<file path="config.mk">
export PLATFORM = sky130hd
export DESIGN_NAME = math_pipelined_sequencer
export DESIGN_NICKNAME = d
export VERILOG_FILES = /design/src/rtl/math_pipelined_sequencer.sv
export SDC_FILE = /design/constraint.sdc
export NUM_CORES = 1
export LEC_CHECK = 0
export CAP_MARGIN = 20
export CORE_UTILIZATION = 29
export CTS_BUF_LIST = sky130_fd_sc_hd__clkbuf_8
export DETAILED_ROUTE_END_ITERATION = 8
export SYNTH_ARGS = -nofsm -noshare
export SYNTH_HDL_FRONTEND = slang
export SYNTH_SLANG_ARGS = --single-unit
</file>
<file path="constraint.sdc">
create_clock -name clk -period 1.65 [get_ports clk]
set_input_delay 0.33 -clock clk [delete_from_list [all_inputs] [get_ports clk]]
set_output_delay 0.33 -clock clk [all_outputs]
set_load 0.03 [all_outputs]
</file>
<file path="src/rtl/math_pipelined_sequencer.sv">
// math_pipelined_sequencer: valid/ready front-end that holds ALU operands for SETTLE_CYCLES clocks, then captures all results.
// Define MATH_SEQ_SKID_EN to add a one-entry operand skid buffer for back-to-back operation.
module math_pipelined_sequencer #(
   parameter int WIDTH         = 4,
   parameter int LATENCY       = 4,
   parameter int SETTLE_CYCLES = LATENCY + 1
) (
   input  logic             clk,
   input  logic             rst_n,
   input  logic             s_valid,
   output logic             s_ready,
   input  logic [WIDTH-1:0] s_I1,
   input  logic [WIDTH-1:0] s_I2,
   input  logic [WIDTH-1:0] s_I3,
   output logic [WIDTH-1:0] op_I1,
   output logic [WIDTH-1:0] op_I2,
   output logic [WIDTH-1:0] op_I3,
   input  logic [WIDTH-1:0] alu_sum,
   input  logic [WIDTH-1:0] alu_sub,
   input  logic [4:0]       alu_flags,
   output logic             m_valid,
   input  logic             m_ready,
   output logic [WIDTH-1:0] m_sum,
   output logic [WIDTH-1:0] m_sub,
   output logic [4:0]       m_flags,
   output logic             busy
);
   localparam int CW = $clog2(SETTLE_CYCLES + 1);
   localparam logic [CW-1:0] CNT_LOAD = CW'(SETTLE_CYCLES - 1);

   typedef enum logic [1:0] {IDLE, HOLD, DONE} state_t;

   state_t        state;
   logic [CW-1:0] cnt;
   logic          acc;
   logic          hs;

   assign acc  = s_valid & s_ready;
   assign hs   = m_valid & m_ready;
   assign busy = state != IDLE;

`ifdef MATH_SEQ_SKID_EN
   logic             sk_full;
   logic [WIDTH-1:0] sk_i1, sk_i2, sk_i3;
   assign s_ready = !sk_full;
`else
   assign s_ready = state == IDLE;
`endif

   always_ff @(posedge clk or negedge rst_n)
      if (!rst_n) begin
         state   <= IDLE;
         cnt     <= '0;
         op_I1   <= '0;
         op_I2   <= '0;
         op_I3   <= '0;
         m_valid <= 1'b0;
         m_sum   <= '0;
         m_sub   <= '0;
         m_flags <= '0;
`ifdef MATH_SEQ_SKID_EN
         sk_full <= 1'b0;
         sk_i1   <= '0;
         sk_i2   <= '0;
         sk_i3   <= '0;
`endif
      end else begin
         case (state)
            IDLE: if (acc) begin
               op_I1 <= s_I1;
               op_I2 <= s_I2;
               op_I3 <= s_I3;
               cnt   <= CNT_LOAD;
               state <= HOLD;
            end
            HOLD: if (cnt == '0) begin
               m_sum   <= alu_sum;
               m_sub   <= alu_sub;
               m_flags <= alu_flags;
               m_valid <= 1'b1;
               state   <= DONE;
            end else cnt <= cnt - 1'b1;
            DONE: if (hs) begin
               m_valid <= 1'b0;
               state   <= IDLE;
`ifdef MATH_SEQ_SKID_EN
               // A queued operand, or one arriving right now, restarts HOLD without visiting IDLE
               if (sk_full) begin
                  op_I1 <= sk_i1;
                  op_I2 <= sk_i2;
                  op_I3 <= sk_i3;
                  cnt   <= CNT_LOAD;
                  state <= HOLD;
               end else if (acc) begin
                  op_I1 <= s_I1;
                  op_I2 <= s_I2;
                  op_I3 <= s_I3;
                  cnt   <= CNT_LOAD;
                  state <= HOLD;
               end
`endif
            end
            default: state <= IDLE;
         endcase
`ifdef MATH_SEQ_SKID_EN
         if (state == DONE && hs) sk_full <= 1'b0;
         else if (acc && state != IDLE) begin
            sk_full <= 1'b1;
            sk_i1   <= s_I1;
            sk_i2   <= s_I2;
            sk_i3   <= s_I3;
         end
`endif
      end
endmodule

</file>
==> metrics.md, run 1 <==
| Metric | Value |
|---|---|
| Syn-to-layout area delta | 59.1% |
| R2r startpoint | cnt[0]$_DFFE_PN0P_ |
| FF-to-FF setup slack | between 100 and 150 ps |
| Final min period | around 1600 ps |
| Bufs and invs on worst path | 1 |
| Root buffer cell | clkbuf_8 |
| Clk buf depth | 2 |
| Total GRT Usage | ~12% |
| Number of top-level design ports | 57 |
| WS Path Type | register to primary output |
| Final Core Density | between 40 and 50% |
| Worst-path fanout max | 2 |
| Sink Count | 31 |
| Total of warnings raised by yosys | 0 |
| DIE WIDTH | about 70 um |
| Worst setup path endpoint | m_flags[4] |
| DRT iter0 DRCs | 14 |
| Worst clock skew | 4.47 ps |
| R2R cell count | 5 |
| Grt met2 use | between 10% and 20% |
| Max Cap Viol | 0 |
| Status | complete, no violations |
| RSZ-0062 raised after global routing | no |
| Leakage | approximately 1.1 nW |
| Clk slew on worst S/H paths | around 60 ps |
| DIE AREA | 4870 um2 |
| #FFs+latches synth | 31 |
| Crit path cell chain | clkdlybuf4s50_1 |
| CTS tree | done |
| Total congestion overflow | 0 |
| Final HPWL DP | 1960 um |
| Global-route wire length before repair | 4540 um |
| Met3 Use GR | ~4.9% |
| Final number of setup-violating endpoints | 0 |
| Core footprint | ~4400 um2 |
| Syn Inst Count | 86 |
| Final period util | approximately 98% |
| Mapped Nets | roughly 120 |
| Final Hold Vio Count | 0 |
| Port buffer count | 56 |
| FP Rows | 24 |
| Worst slew pin tran | between 400 and 500 ps |
| # nets final | 180 |
| Critical path arrival | between 1000 and 1500 ps |
| Layout fillers | around 380 |
| Hold WC Path Type | primary input to async pin |
| Levels on crit path | 1 |
| Fin. max-slew vios | 0 |
| GRT busiest layer | met2 |
| Layout cell share with drive strength beyond 1 | 28.7% |
| Total Wirelength | about 2800 um |
| CTS buffer count | 5 |
| Final instance area | between 2000 and 2500 um2 |
| GR Util met1 | 13.6% |
| Synth cell types | 22 |
| Mean Syn Cell Area | ~15 um2 |
| Clk_lat worst skew | approximately 280 ps |
| Peak VDD IR | ~800 uV |
| Worst path slowest cell | clkdlybuf4s50_1 |
| DR vias | between 900 and 1000 |
| Antenna-violating nets left | 0 |
| DR vias/cell | about 4.6 |
| First-pass detailed-route iteration total | 2 |
| Critical path required time | about 1300 ps |
| CP Capture Type | primary output |
| H-tree depth | 2 |
| Mapped Area | 1330 um2 |
| Worst path max stage delay | roughly 670 ps |
| Initial Util | 30.4% |
| Antenna Cells | 0 |
| Critical path's top delay family | buffers and inverters |
| WL/cell | ~14 um |
| DR DRC count | 0 |
| RD Place Congestion | 0.800 |
| P per Cell Area | 2040 nW/um2 |
| R2r endpoint | m_sum[0]$_DFFE_PN0P_ |
| Post-DP Area | between 1500 and 2000 um2 |
| Critical path startpoint category | register |
| Post-synthesis sequential area ratio | between 50% and 60% |
| Worst slew margin | 72.4% |
| Chip height | about 70 um |
| Critical path origin | m_flags[4]$_DFFE_PN0P_ |
| Number of global-route vias before repair | 941 |
| Fmax | around 620 MHz |
| Largest net degree at the start of global routing | 32 |
| Initial antenna violation count | 0 |
==> power by group <==
group	internal, mW	switching (mW)
registers	1.14	0.227
clock network	0.282	0.256
logic	1.19	1.22
total	2.61	1.71
==> layer usage <==
| layer | vias up | part of all wire [%] |
|---|---|---|
| met2 | 47 | 46 |
| met3 | 5 | 8.2 |
| met1 | 442 | 43 |
| met5 | - | 0 |
| li1 | 435 | - |
| met4 | 0 | 2.3 |
==> cell usage after synthesis <==
cell type | instances | area [um2]
dfrtp_1 | 31 | 776
mux2_2 | 16 | 180
mux2_4 | 9 | 135
inv_1 | 4 | 15.0
a21oi_1 | 3 | 15.0
a211o_1 | 2 | 17.5
and3_1 | 2 | 12.5
buf_2 | 2 | 10.0
buf_6 | 2 | 22.5
ha_1 | 2 | 25.0
nor4b_1 | 2 | 17.5
a211oi_1 | 1 | 7.51
a21bo_2 | 1 | 10.0
and3b_1 | 1 | 8.76
clkbuf_2 | 1 | 5.00
nand2b_1 | 1 | 6.26
nand3b_4 | 1 | 20.0
nor2_1 | 1 | 3.75
nor3b_4 | 1 | 18.8
nor4bb_1 | 1 | 10.0
o21bai_1 | 1 | 7.51
o2bb2ai_1 | 1 | 8.76
==> registers in the layout, indices dropped and copies added, names as in the netlist <==
| signal | cells |
|---|---|
| m_flags | 5 |
| m_sub | 4 |
| m_sum | 4 |
| op_I1 | 4 |
| op_I2 | 4 |
| op_I3 | 4 |
| cnt | 3 |
| state | 2 |
| m_valid | 1 |
==> cells in the final DEF, fill, tap and decap left out, drive strengths merged, types with 2 or more instances in the layout <==
cell / n
nand3b: 2
and3: 2
dlymetal6s2s: 19
inv: 6
clkdlybuf4s50: 30
clkbuf: 5
dfrtp: 31
mux2: 25
buf: 6
a21oi: 3
ha: 2
dlygate4sd2: 5
a211o: 2
nor4b: 2
==> repair_timing <==
action | CTS | global route
setup buffers | 0 | 1
endpoints found under the setup margin | 18 | 32
gates cloned | 0 | 1
hold buffers | 0 | 0
gates resized for setup | 6 | 22
pin swaps | 0 | 1
==> kinds of logic after synthesis <==
kind of cell | synth area share (%)
DFF | 58.2
muxes | 23.7
and+or+nand+nor | 7.32
AOI/OAI and AO/OA | 4.98
buffers and inverters | 3.94
adders and majority gates | 1.88
==> worst min-delay path by stage <==
stage	slack (ps)	startpoint	to	cells past startpoint
6_report	450	rst_n	op_I2[2]$_DFFE_PN0P_	2
3_5_place_dp	490	m_sum[1]$_DFFE_PN0P_	m_sum[1]$_DFFE_PN0P_	1
4_1_cts	460	rst_n	op_I2[2]$_DFFE_PN0P_	2
2_1_floorplan	30	rst_n	cnt[0]$_DFFE_PN0P_	0
5_1_grt	480	rst_n	op_I2[3]$_DFFE_PN0P_	2
3_3_place_gp	490	op_I2[1]$_DFFE_PN0P_	op_I2[1]$_DFFE_PN0P_	1
==> through the flow <==
step | power [mW] | setup WS (ps) | hold slack, ps | instances | setup TNS (ps)
detailed placement | 3.81 | -57.3 | 491 | 192 | -709
finish | 4.32 | 32.1 | 447 | 202 | 0
CTS | 4.35 | 0.357 | 461 | 200 | 0
floorplan | 2.89 | 49.3 | 34.4 | 86 | 0
global route | 4.60 | 0.499 | 480 | 202 | 0
global placement | 3.75 | 6.26 | 491 | 192 | 0
==> cell type report <==
| type | instances | area, um2 | share of cell area [%] |
|---|---|---|---|
| Clock buffer | 5 | 68.8 | 3.25 |
| Clock inverter | 3 | 12.5 | 0.590 |
| Inverter | 4 | 15.0 | 0.708 |
| Multi-Input combinational cell | 47 | 539 | 25.4 |
| Sequential cell | 31 | 776 | 36.6 |
| Tap cell | 52 | 65.1 | 3.07 |
| Timing Repair Buffer | 60 | 643 | 30.3 |
(Power assumes the default switching activity.)
==> run 2, diff against run 1 <==
--- a/config.mk
+++ b/config.mk
@@ -6,9 +6,11 @@
 export NUM_CORES = 1
 export LEC_CHECK = 0
 export CAP_MARGIN = 20
-export CORE_UTILIZATION = 29
+export CORE_UTILIZATION = 43
 export CTS_BUF_LIST = sky130_fd_sc_hd__clkbuf_8
 export DETAILED_ROUTE_END_ITERATION = 8
+export PLACE_DENSITY = 0.81
 export SYNTH_ARGS = -nofsm -noshare
 export SYNTH_HDL_FRONTEND = slang
 export SYNTH_SLANG_ARGS = --single-unit
+export TNS_END_PERCENT = 10
==> constraint.sdc (replaced) <==
create_clock -name clk -period 1.7 [get_ports clk]
set_input_delay 0.34 -clock clk [delete_from_list [all_inputs] [get_ports clk]]
set_output_delay 0.34 -clock clk [all_outputs]
set_load 0.03 [all_outputs]
==> run 2 against run 1 <==
Effect of this change:
- count of clock-buffer cells in the layout grew 2
- the run now ends with DRC left
- clock power grew 14%
- critical endpoint is now op_I1[2]
- non-clock buffer count shrank 1
- via count shrank 0.75%
- largest cell class unchanged
==> metrics.md, run 2 (synthesis gave the netlist of run 1 again) <==
| Metric | Value |
|---|---|
| Initial antenna violation count | 0 (unchanged) |
| FP Rows | 19 (was 24) |
| Final period util | 97.1% |
| Hold WC Path Type | primary input to async pin (unchanged) |
| DRT iter0 DRCs | 17 (was 14) |
| Failing checks | DRC |
| Clk buf depth | 2 (unchanged) |
| Number of post-CTS setup repair buffers | 0 (unchanged) |
| Initial Util | 46.7% (was 30.4%) |
| First-pass detailed-route iteration total | 6 (was 2) |
| CP Capture Type | primary output (unchanged) |
| Worst slew margin | 66.6% (was 72.4%) |
| RD Place Congestion | 0.696 (was 0.800) |
| P per Cell Area | 2100 nW/um2 (was 2040 nW/um2) |
| Antenna Cells | 0 (unchanged) |
| Root buffer cell | clkbuf_8 (unchanged) |
| Worst path max stage delay | 690 ps (was 670 ps) |
| CTS buffer count | 5 (unchanged) |
| Fin. max-slew vios | 0 (unchanged) |
| Final std cells w/o fill | 180 (was 202) |
| Sum Neg Setup Slack | 0 ps (unchanged) |
| Final min period | 1650 ps |
| Commonest cells after routing, fill and taps aside | clkdlybuf4s50_1, dfrtp_1, mux2_2 (was dfrtp_1, clkdlybuf4s50_1, dlymetal6s2s_1) |
| Peak VDD IR | 1260 uV (was 794 uV) |
| Core footprint | 2850 um2 (was 4380 um2) |
| Total congestion overflow | 0 (unchanged) |
| Chip height | 57.7 um (was 69.8 um) |
| Final Hold Vio Count | 0 (unchanged) |
| Critical path required time | 1360 ps (was 1320 ps) |
| Number of top-level design ports | 57 (unchanged) |
| Largest Register | m_flags (unchanged) |
| Clk slew on worst S/H paths | 60 ps (about the same) |
| Antenna-violating nets left | 0 (unchanged) |
| Leakage | 0.939 nW (was 1.12 nW) |
| Total power | 4.29 mW (was 4.32 mW) |
| Final Core Density | 71.7% (was 48.3%) |
| H-tree depth | 2 (unchanged) |
| Worst-path fanout max | 2 (unchanged) |
| Worst slew pin tran | 500 ps (was 413 ps) |
| Sink Count | 31 (unchanged) |
| Largest net degree at the start of global routing | 32 (unchanged) |
| Commonest non-fill, non-tap cell in the layout | clkdlybuf4s50_1 (was dfrtp_1) |
| Inst Count DP | 171 (was 192) |
| DR DRC count | 7 (was 0) |
| Max Cap Viol | 0 (unchanged) |
| Worst clock skew | 2.09 ps (was 4.47 ps) |
| Critical path's top delay family | buffers and inverters (unchanged) |
| DIE WIDTH | 57.7 um (was 69.8 um) |
| Final number of setup-violating endpoints | 0 (unchanged) |
| DR vias/cell | 5.12 (was 4.60) |
| Max reg flops | 5 (unchanged) |
| Total GRT Usage | 18.9% (was 12.2%) |
| Bufs and invs on worst path | 1 (unchanged) |
| # nets final | 179 (was 180) |
| Number of global-route vias before repair | 974 (was 941) |
| Fmax | 606 MHz |
| RSZ-0062 raised after global routing | no (unchanged) |
| Critical path arrival | 1310 ps (was 1290 ps) |
| Status | complete, but fails checks (was complete, no violations) |
| Total Wirelength | 2710 um (was 2820 um) |
| Layout cell share with drive strength beyond 1 | 28.2% (was 28.7%) |
| CTS tree | done (unchanged) |
| Final Hold Slack | 459 ps (was 447 ps) |
| Syn-to-layout area delta | 53.5% (was 59.1%) |
| Port buffer count | 56 (unchanged) |
| DR vias | 922 (was 929) |
| Clk_lat worst skew | 280 ps (about the same) |
| Crit path cell chain | clkdlybuf4s50_1 (unchanged) |
| Global-route wire length before repair | 4530 um (was 4540 um) |
| WL/cell | 15.0 um (was 14.0 um) |
| Final HPWL DP | 1980 um (was 1960 um) |
| WS Path Type | register to primary output (unchanged) |
| Worst path slowest cell | clkdlybuf4s50_1 (unchanged) |
| DIE AREA | 3330 um2 (was 4870 um2) |
| Critical path startpoint category | register (unchanged) |
| # hold bufs at CTS | 0 (unchanged) |
## run 2: layout make-up
cell class	count	area [um2]
Clock buffer	7	96.3
Clock inverter	1	3.75
Fill cell	205	807
Inverter	4	15.0
Multi-Input combinational cell	47	518
Sequential cell	31	776
Tap cell	31	38.8
Timing Repair Buffer	59	598
## run 2: path summary, 6_finish.rpt
path                            cells past startpoint  slack [ps]                 start                   end
worst max-delay path                                1          50  op_I1[2]$_DFFE_PN0P_              op_I1[2]
worst min-delay path                                2         460                 rst_n  op_I3[2]$_DFFE_PN0P_
worst max register to register                      5          90    cnt[0]$_DFFE_PN0P_  m_sub[0]$_DFFE_PN0P_
worst min register to register                      1         510  op_I1[1]$_DFFE_PN0P_  op_I1[1]$_DFFE_PN0P_
max in group asynchronous                           2         960                 rst_n  m_sub[1]$_DFFE_PN0P_
min in group clk                                    1         510  op_I1[1]$_DFFE_PN0P_  op_I1[1]$_DFFE_PN0P_
## run 2: metal layers
layer / GRT usage, % / part of all wire [%] / up-vias
li1: - / - / 432
met1: 20.8 / 41 / 432
met2: 31.4 / 46 / 54
met3: 8.26 / 11 / 4
met4: 9.18 / 1.8 / 0
met5: 0 / 0 / -
## run 2: stage by stage
step | instance area (um2) | setup WS [ps]
after floorplan | 1330 | 14.3
after global placement | 1920 | 60.2
after detailed placement | 1920 | 9.68
after CTS | 2040 | 1.01
after global routing | 2050 | 4.50
final | 2050 | 48.6
## run 2: repair_timing
action / CTS / global route
resized for setup: 1 / 3
gates cloned: 1 / 0
hold endpoints to repair: 0 / 0
setup endpoints to repair: 2 / 3
## run 2: report_power, final
part	switching (mW)	internal, mW
logic	1.13	1.18
clock network	0.251	0.363
registers	0.258	1.11
total	1.64	2.65
==> run 3, diff against run 2 <==
--- a/config.mk
+++ b/config.mk
@@ -6,6 +6,7 @@
 export NUM_CORES = 1
 export LEC_CHECK = 0
 export CAP_MARGIN = 20
+export CORE_MARGIN = 2
 export CORE_UTILIZATION = 43
 export CTS_BUF_LIST = sky130_fd_sc_hd__clkbuf_8
 export DETAILED_ROUTE_END_ITERATION = 8
==> run 3 against run 2 <==
Effect of this change:
- the run now ends clean
- clock skew increased by 1.9 ps
- via count decreased by 0.43%
- routed wire length decreased by 5.0%
- core utilization decreased by 3.8 points
- highest routed layer unchanged
==> metrics.md, run 3 (synthesis gave the netlist of run 1 again) <==
| Metric | Value |
|---|---|
| Status | complete, no violations (was complete, but fails checks) |
| Final period util | 97.6% (was 97.1%) |
| Chip height | 59.7 um (was 57.7 um) |
| Fin. max-slew vios | 0 (unchanged) |
| DR vias/cell | 5.07 (was 5.12) |
| Root buffer cell | clkbuf_8 (unchanged) |
| Max Cap Viol | 0 (unchanged) |
| Layout cell share with drive strength beyond 1 | 27.7% (was 28.2%) |
| Total congestion overflow | 0 (unchanged) |
| Post_cts resized | 1 (unchanged) |
| # hold bufs at CTS | 0 (unchanged) |
| WL/cell | 14.2 um (was 15.0 um) |
| Antenna-violating nets left | 0 (unchanged) |
| Initial Util | 44.4% (was 46.7%) |
| Final Hold Vio Count | 0 (unchanged) |
| Total power | 4.30 mW (was 4.29 mW) |
| Final Core Density | 68.0% (was 71.7%) |
| Number of top-level design ports | 57 (unchanged) |
| Critical path's top delay family | buffers and inverters (unchanged) |
| Number of post-CTS setup repair buffers | 0 (unchanged) |
| R2R cell count | 5 (unchanged) |
| Total Wirelength | 2570 um (was 2710 um) |
| Largest Register | m_flags (unchanged) |
| FF+latch area | 776 um2 (unchanged) |
| Syn-to-layout area delta | 53.1% (was 53.5%) |
| FP Rows | 20 (was 19) |
| Final instance area | 2040 um2 (was 2050 um2) |
| Sink Count | 31 (unchanged) |
| Largest net degree at the start of global routing | 32 (unchanged) |
| Total GRT Usage | 16.0% (was 18.9%) |
| Initial antenna violation count | 0 (unchanged) |
| DIE WIDTH | 59.7 um (was 57.7 um) |
| Worst path slowest cell | clkdlybuf4s50_1 (unchanged) |
| Antenna Cells | 0 (unchanged) |
| # nets final | 178 (was 179) |
| Worst path max stage delay | 690 ps (about the same) |
| RSZ-0062 raised after global routing | no (unchanged) |
| Peak VDD IR | 1090 uV (was 1260 uV) |
| Hold WC Path Type | primary input to async pin (unchanged) |
| Port buffer count | 56 (unchanged) |
| Sequential Power Share | 31.7% (was 31.9%) |
| Final Hold Slack | 457 ps (was 459 ps) |
| R2r startpoint | cnt[0]$_DFFE_PN0P_ (unchanged) |
| NetSw | 1.64 mW (about the same) |
| Worst-path fanout max | 2 (unchanged) |
| Final min period | 1660 ps (was 1650 ps) |
| FF-to-FF setup slack | 130 ps (was 90 ps) |
| Post-DP Area | 1930 um2 (was 1920 um2) |
| Final HPWL DP | 1860 um (was 1980 um) |
| Final number of setup-violating endpoints | 0 (unchanged) |
| Crit path cell chain | clkdlybuf4s50_1 (unchanged) |
| Clk buf depth | 2 (unchanged) |
| DR DRC count | 0 (was 7) |
| Critical path startpoint category | register (unchanged) |
| Critical path arrival | 1320 ps (was 1310 ps) |
| Sum Neg Setup Slack | 0 ps (unchanged) |
| Commonest non-fill, non-tap cell in the layout | clkdlybuf4s50_1 (unchanged) |
| Worst slew margin | 68.7% (was 66.6%) |
| H-tree depth | 2 (unchanged) |
| Clock power frac | 14.3% (about the same) |
| Gate power share | 54.0% (was 53.8%) |
| Multi-input combinational cell area | 517 um2 (was 518 um2) |
| Bufs and invs on worst path | 1 (unchanged) |
| Worst clock skew | 4.02 ps (was 2.09 ps) |
| DIE AREA | 3560 um2 (was 3330 um2) |
| Sw Share | 38.1% (was 38.2%) |
| Clk slew on worst S/H paths | 60 ps (about the same) |
| CTS tree | done (unchanged) |
| P_int | 2.66 mW (was 2.65 mW) |
| CTS buffer count | 5 (unchanged) |
| Core footprint | 3000 um2 (was 2850 um2) |
| Leakage | 0.927 nW (was 0.939 nW) |
| Fmax | 603 MHz (was 606 MHz) |
| Global-route wire length before repair | 4190 um (was 4530 um) |
| P per Cell Area | 2110 nW/um2 (was 2100 nW/um2) |
| R2r endpoint | m_sub[0]$_DFFE_PN0P_ (unchanged) |
| RD Place Congestion | 0.702 (was 0.696) |
| Worst slew pin tran | 470 ps (was 500 ps) |
| First-pass detailed-route iteration total | 2 (was 6) |
| Commonest cells after routing, fill and taps aside | clkdlybuf4s50_1, dfrtp_1, mux2_2 (unchanged) |
| DRT iter0 DRCs | 20 (was 17) |
| Max reg flops | 5 (unchanged) |
| CP Capture Type | primary output (unchanged) |
| WS Path Type | register to primary output (unchanged) |
| Layout fillers | 225 (was 205) |
| Number of global-route vias before repair | 964 (was 974) |
| DR vias | 918 (was 922) |
| Clk_lat worst skew | 270 ps (was 280 ps) |
| Critical path required time | 1360 ps (about the same) |
run 3: stage by stage:
step | worst slack [ps] | cells
finish | 41.1 | 181
global route | 0.0386 | 181
CTS | 4.90 | 181
detailed placement | 6.51 | 173
global placement | 60.6 | 173
floorplan | 14.3 | 86
run 3: layout make-up:
class	instances	share of cell area, %
clock inverter	1	0.184
tap	33	2.02
sequential	31	38.0
inverter	4	0.736
timing repair buffer	59	29.0
multi-input combinational	46	25.3
clock buffer	7	4.72
run 3: layer usage:
metal,up-vias,global-route usage (%),share of wire [%]
met3,4,4.98,8.0
met5,-,0,0
li1,425,-,-
met2,41,28.4,51
met1,448,17.8,39
met4,0,5.71,1.1
run 3: how the worst max path moves through the flow:
stage                                       to  slack (ps)  cells past startpoint                    from
final                               m_flags[2]          40                      1  m_flags[2]$_DFFE_PN0P_
after detailed placement  op_I3[3]$_DFFE_PN0P_           7                      4                 s_valid
after CTS                 m_sub[0]$_DFFE_PN0P_           5                      5      cnt[0]$_DFFE_PN0P_
after global placement    op_I1[3]$_DFFE_PN0P_          60                      4                 s_valid
after floorplan                           busy          10                      3    state[0]$_DFFE_PN0P_
after global routing                m_flags[2]        0.04                      1  m_flags[2]$_DFFE_PN0P_
run 3: power groups by stage:
stage | registers (mW) | clock network (mW) | logic (mW)
after detailed placement | 1.37 | 0 | 2.31
after CTS | 1.37 | 0.638 | 2.32
after global placement | 1.35 | 0 | 2.25
after floorplan | 1.93 | 0 | 0.871
after global routing | 1.41 | 0.680 | 2.46
final | 1.36 | 0.615 | 2.32
